**config.mk**
```make
export PLATFORM = sky130hd
export DESIGN_NAME = mem_port_arbiter
export DESIGN_NICKNAME = d
export VERILOG_FILES = /design/src/rtl/mem_port_arbiter.sv
export SDC_FILE = /design/constraint.sdc
export NUM_CORES = 1
export LEC_CHECK = 0
export ABC_AREA = 0
export BUFFER_PORTS_ARGS = -buffer_cell sky130_fd_sc_hd__buf_4
export CAP_MARGIN = 25
export CELL_PAD_IN_SITES_DETAIL_PLACEMENT = 1
export CELL_PAD_IN_SITES_GLOBAL_PLACEMENT = 2
export CORE_UTILIZATION = 28
export DETAILED_ROUTE_END_ITERATION = 7
export GPL_TIMING_DRIVEN = 0
export HOLD_SLACK_MARGIN = 0.12
export PLACE_DENSITY_LB_ADDON = 0.15
export SYNTH_ARGS = -nofsm -noshare
export SYNTH_HDL_FRONTEND = slang
export SYNTH_SLANG_ARGS = --single-unit
```
**constraint.sdc**
```tcl
create_clock -name clk -period 3.8 [get_ports clk]
set_input_delay 0.57 -clock clk [delete_from_list [all_inputs] [get_ports clk]]
set_output_delay 0.57 -clock clk [all_outputs]
set_load 0.02 [all_outputs]
```
**src/rtl/mem_port_arbiter.sv**
```systemverilog
// Two-requester memory port arbiter: fetch and data ports share one word-wide memory port.
// Big-endian sub-word stores/loads, misalignment trapping, and a 2-deep data-fairness counter.
module mem_port_arbiter (
    input  logic        clk,
    input  logic        rst_n,
    input  logic        if_req,
    input  logic [31:0] if_addr,
    output logic [31:0] if_rdata,
    output logic        if_ack,
    input  logic        d_req,
    input  logic        d_wr,
    input  logic [31:0] d_addr,
    input  logic [31:0] d_wdata,
    input  logic        d_sb,
    input  logic        d_sh,
    input  logic        d_lb,
    input  logic        d_lh,
    input  logic        d_load_ext,
    output logic [31:0] d_rdata,
    output logic        d_ack,
    output logic        d_err,
    output logic        m_req,
    output logic        m_wr,
    output logic [31:0] m_addr,
    output logic [31:0] m_wdata,
    output logic [3:0]  m_be,
    input  logic [31:0] m_rdata,
    input  logic        m_ack,
    output logic        stall
);
    typedef enum logic [1:0] {IDLE, DATA, FETCH, RESP} state_t;
    typedef enum logic [1:0] {SZ_B, SZ_H, SZ_W} size_t;

    state_t      state, state_nxt;
    logic [1:0]  data_run;
    logic        grant_d, grant_f, done;

    size_t       d_size, lat_size;
    logic        d_mis, f_mis;
    logic [31:0] st_wdata;
    logic [3:0]  st_be;
    logic        lat_wr, lat_ext, lat_mis;
    logic [1:0]  lat_off;
    logic [7:0]  lane_b;
    logic [15:0] lane_h;
    logic [31:0] ld_val;

    assign stall = d_req & ~d_ack;
    assign f_mis = (if_addr[1:0] != 2'b00);
    assign done  = ((state == DATA) || (state == FETCH)) && (lat_mis || m_ack);

    // Store flags select the size for writes, load flags for reads.
    always_comb begin
        d_size = SZ_W;
        if (d_wr ? d_sb : d_lb)
            d_size = SZ_B;
        else if (d_wr ? d_sh : d_lh)
            d_size = SZ_H;
        d_mis = ((d_size == SZ_H) && d_addr[0]) ||
                ((d_size == SZ_W) && (d_addr[1:0] != 2'b00));
    end

    always_comb begin
        st_wdata = d_wdata;
        st_be    = 4'b1111;
        if (d_size == SZ_B) begin
            st_wdata = {4{d_wdata[7:0]}};
            st_be    = 4'b1000 >> d_addr[1:0];
        end else if (d_size == SZ_H) begin
            st_wdata = {2{d_wdata[15:0]}};
            st_be    = d_addr[1] ? 4'b0011 : 4'b1100;
        end
    end

    // Big-endian lane pick: offset 0 lives in the top byte.
    always_comb begin
        lane_b = m_rdata[7:0];
        case (lat_off)
            2'd0:    lane_b = m_rdata[31:24];
            2'd1:    lane_b = m_rdata[23:16];
            2'd2:    lane_b = m_rdata[15:8];
            default: lane_b = m_rdata[7:0];
        endcase
        lane_h = lat_off[1] ? m_rdata[15:0] : m_rdata[31:16];
        ld_val = m_rdata;
        case (lat_size)
            SZ_B:    ld_val = {{24{lat_ext & lane_b[7]}}, lane_b};
            SZ_H:    ld_val = {{16{lat_ext & lane_h[15]}}, lane_h};
            default: ld_val = m_rdata;
        endcase
    end

    always_comb begin
        state_nxt = state;
        grant_d   = 1'b0;
        grant_f   = 1'b0;
        case (state)
            IDLE: begin
                if (d_req && !((data_run == 2'd2) && if_req)) begin
                    grant_d   = 1'b1;
                    state_nxt = DATA;
                end else if (if_req) begin
                    grant_f   = 1'b1;
                    state_nxt = FETCH;
                end
            end
            DATA, FETCH: if (lat_mis || m_ack) state_nxt = RESP;
            default:     state_nxt = IDLE;
        endcase
    end

    always_ff @(posedge clk) begin
        if (!rst_n) state <= IDLE;
        else        state <= state_nxt;
    end

    always_ff @(posedge clk) begin
        if (!rst_n) begin
            data_run <= 2'd0;
            m_req    <= 1'b0;
            m_wr     <= 1'b0;
            m_addr   <= 32'd0;
            m_wdata  <= 32'd0;
            m_be     <= 4'd0;
            if_ack   <= 1'b0;
            d_ack    <= 1'b0;
            d_err    <= 1'b0;
            if_rdata <= 32'd0;
            d_rdata  <= 32'd0;
            lat_wr   <= 1'b0;
            lat_ext  <= 1'b0;
            lat_mis  <= 1'b0;
            lat_off  <= 2'd0;
            lat_size <= SZ_B;
        end else begin
            if_ack <= 1'b0;
            d_ack  <= 1'b0;
            d_err  <= 1'b0;
            if (grant_d) begin
                data_run <= (data_run == 2'd2) ? 2'd2 : data_run + 2'd1;
                m_req    <= ~d_mis;
                m_wr     <= d_wr;
                m_addr   <= {d_addr[31:2], 2'b00};
                m_wdata  <= st_wdata;
                m_be     <= d_wr ? st_be : 4'b1111;
                lat_wr   <= d_wr;
                lat_ext  <= d_load_ext;
                lat_mis  <= d_mis;
                lat_off  <= d_addr[1:0];
                lat_size <= d_size;
            end else if (grant_f) begin
                data_run <= 2'd0;
                m_req    <= ~f_mis;
                m_wr     <= 1'b0;
                m_addr   <= {if_addr[31:2], 2'b00};
                m_be     <= 4'b1111;
                lat_wr   <= 1'b0;
                lat_mis  <= f_mis;
                lat_size <= SZ_W;
            end
            if (done) begin
                m_req <= 1'b0;
                if (state == DATA) begin
                    d_ack <= 1'b1;
                    d_err <= lat_mis;
                    // Stores and trapped accesses leave the last load result in place.
                    if (!lat_mis && !lat_wr)
                        d_rdata <= ld_val;
                end else begin
                    if_ack   <= 1'b1;
                    if_rdata <= lat_mis ? 32'd0 : m_rdata;
                end
            end
        end
    end
endmodule

```
==> results.py <==
metrics = {
    "grt": {
        "grt_pass1_wl_mm": 36.5,
        "grt_pass1_vias": 6456,
        "grt_antenna_before_repair": 0,
        "grt_usage": 0.216,
        "grt_start_max_net_pins": 17,
        "grt-ovfl-total": 0,
    },
    "logic_synthesis": {
        "synth_top_family_by_area": "compound AO/OA/AOI/OAI gates",
        "synth_area_um2": 6150,
        "synth_edf_count": 0,
        "synth_xor_area_frac": 0,
        "synthAdderAreaFrac": 0.0102,
        "ys_types": 51,
        "seq_area_frac_synth": 0.472,
        "synth_seq_cells": 145,
        "synth_warnings": 0,
        "synthArstFlopShare": 0,
        "synth-compound-area-share": 0.316,
        "syn_inst": 680,
        "synth_area_per_cell_um2": 9.04,
        "synthMuxAreaShare": 0.00916,
        "yosys.area_share.simple": 0.142,
        "synthFlopType": "dfxtp_1",
    },
    "clocking": {
        "cts_num_sinks": 145,
        "cts_tree": "done",
        "root_buffer": "clkbuf_16",
        "cts-hold-fix-buffers": 0,
        "cts_setup_buffers": 0,
        "clock_latency_ns": 0.43,
        "clk_pin_slew_worst_paths_ns": 0.06,
        "cts_buffer_depth": 2,
        "cts_buffers": 17,
        "ctsResizeCount": 0,
        "htree_num_levels": 4,
    },
    "route": {
        "viasPerCell": 5.00,
        "postRouteAntennaNets": 0,
        "drc": 0,
        "drt_iter0_drc": 197,
        "vias": 6310,
        "wire_per_inst_um": 19.1,
        "wirelength_mm": 24.1,
        "drt_pass1_iterations": 4,
    },
    "layout": {
        "n_antenna_cell": 0,
        "layout_commonest_cell": "buf_4",
        "final_layout_size_suffix_gt1_frac": 0.344,
        "layout_common_cells": "277 x buf_4, 145 x dfxtp_1, 93 x nand2_1",
        "nets": 1117,
        "nFillCells": 2516,
        "area_growth_pct": 48.7,
        "post-route-util": 0.430,
    },
    "critical_path": {
        "r2r_setup_slack_ns": 1.27,
        "r2r_cells": 7,
        "critPathArrivalTime_ns": 2.90,
        "crit_fanout": 10,
        "r2r-end": "if_rdata[22]",
        "crit_start": "state[0]",
        "required_ns": 4.17,
        "reg2reg_from": "state[0]",
        "worstSetupEndpointType": "flop",
        "path_class": "reg -> reg",
        "cp-start-kind": "flop",
    },
    "timing": {
        "finalMaxSlewViolations": 0,
        "max_freq_mhz": 396,
        "fin_crit_sh": 0.665,
        "setup_viol": 0,
        "worst_clock_skew_ns": 0.00767,
        "worst_pin_slew_ns": 0.974,
        "min_period_ns": 2.53,
        "fin_tns_setup_ns": 0,
        "hold_viol_final": 0,
        "rsz0062_at_grt": "false",
        "relSlewSlack": 0.345,
    },
    "power_and_ir_drop": {
        "peakVddDrop_v": 0.000278,
        "powerDensity_nw_per_um2": 666,
        "leakagePower_uw": 0.00393,
    },
    "placement": {
        "io_buffers": 273,
        "dp_hpwl_mm": 18.6,
        "place_congestion": 0.794,
    },
    "floorplan": {
        "start_util": 0.289,
        "die-area_um2": 22600,
        "num_rows": 53,
        "core_area_um2": 21300,
        "io_pins": 277,
        "die_y_um": 150,
        "dieWidth_um": 150,
    },
    "worst_hold_path": {
        "min_delay_path_depth": 2,
        "hp-class": "in -> reg",
        "hold_path_end": "if_rdata[0]",
        "min-delay-start": "m_rdata[0]",
    },
    "job": {
        "max-cap-violations": 0,
    },
    "run_status": {
        "status": "completed",
    },
}
## how the worst max path moves through the flow
stage                              end  slack (ns)  cells past startpoint
after detailed placement  if_rdata[19]        1.37                      7
after floorplan            d_rdata[21]        1.91                      8
after global placement    if_rdata[26]        1.32                      7
after global routing      if_rdata[10]        1.11                      7
after CTS                 if_rdata[22]        1.35                      7
final                     if_rdata[22]        1.27                      7
## kinds of logic after synthesis
group	after synthesis
flops	145
other cells	1
simple gates	185
mux	4
compound gates	268
buf+inv	72
fa+ha+maj	5
## state kept, by name (all words and copies together), names as in the netlist, 2 cells and up
name	count
data_run	2
m_wdata	32
lat_off	2
m_be	4
if_rdata	32
state	2
lat_size	2
d_rdata	32
m_addr	30
## through the flow
step	setup WS [ns]	hold slack, ns	cell area, um2	power (uW)	cells
2_1_floorplan	1.91	0.444	6150	3390	681
3_3_place_gp	1.32	0.451	8550	4420	1229
3_5_place_dp	1.37	0.458	8550	4440	1229
4_1_cts	1.35	0.348	9150	6170	1261
5_1_grt	1.11	0.356	9150	6460	1261
6_report	1.27	0.362	9150	6100	1261
## cells in the mapped netlist (all sizes together), types with 2 or more instances
| library cell | instances | area share |
|---|---|---|
| or3 | 4 | 0.0041 |
| o21a | 2 | 0.0024 |
| nor3b | 8 | 0.0098 |
| a21o | 6 | 0.0073 |
| nand2b | 3 | 0.0031 |
| o31ai | 8 | 0.0098 |
| ha | 5 | 0.010 |
| inv | 9 | 0.0055 |
| a22o | 39 | 0.056 |
| buf | 17 | 0.016 |
| or2 | 2 | 0.0024 |
| o21ai | 44 | 0.036 |
| o221a | 7 | 0.013 |
| a211oi | 14 | 0.017 |
| o211a | 2 | 0.0033 |
| nor2 | 23 | 0.014 |
| mux2i | 3 | 0.0055 |
| nor2b | 13 | 0.013 |
| o211ai | 2 | 0.0024 |
| a31oi | 15 | 0.015 |
| a21boi | 44 | 0.054 |
| dfxtp | 145 | 0.47 |
| nor3 | 5 | 0.0049 |
| and2 | 3 | 0.0031 |
| nand3 | 15 | 0.012 |
| nand2 | 94 | 0.058 |
| nand3b | 13 | 0.016 |
| a21oi | 36 | 0.032 |
| and3 | 2 | 0.0020 |
| clkbuf | 46 | 0.028 |
| o221ai | 30 | 0.043 |
| a22oi | 11 | 0.013 |
## per-layer routing
| metal | track usage | share of wire | vias to the layer above | wire length (um) |
|---|---|---|---|---|
| met4 | 0.0525 | 0.012 | 0 | 278 |
| met2 | 0.360 | 0.48 | 181 | 11400 |
| met5 | 0 | 0 | - | 0 |
| li1 | - | - | 3085 | - |
| met1 | 0.269 | 0.45 | 3020 | 10800 |
| met3 | 0.0661 | 0.066 | 24 | 1600 |
## cell type report
cell class / count / area (um2) / area share
Buffer: 63 / 274 / 0.0300
Clock buffer: 20 / 467 / 0.0510
Clock inverter: 12 / 133 / 0.0145
Inverter: 9 / 33.8 / 0.00369
Multi-Input combinational cell: 464 / 2940 / 0.322
Sequential cell: 145 / 2900 / 0.317
Tap cell: 275 / 344 / 0.0376
Timing Repair Buffer: 273 / 2050 / 0.224
## where the power goes
| group | leakage (uW) | switching (uW) | internal (uW) |
|---|---|---|---|
| registers | 0.00119 | 180 | 1850 |
| logic | 0.00246 | 1430 | 922 |
| clock network | 0.000277 | 698 | 1020 |
## worst max-delay path, stage by stage, from the launching register on
cell and delay (ns):
dfxtp_1 0.40, inv_1 0.06, ha_1 0.35, o21a_1 0.16, nand2_1 0.07, nor3_1 0.76, clkbuf_1 0.46, a22o_1 0.20
Note: power is estimated with default switching activity, not from simulation.
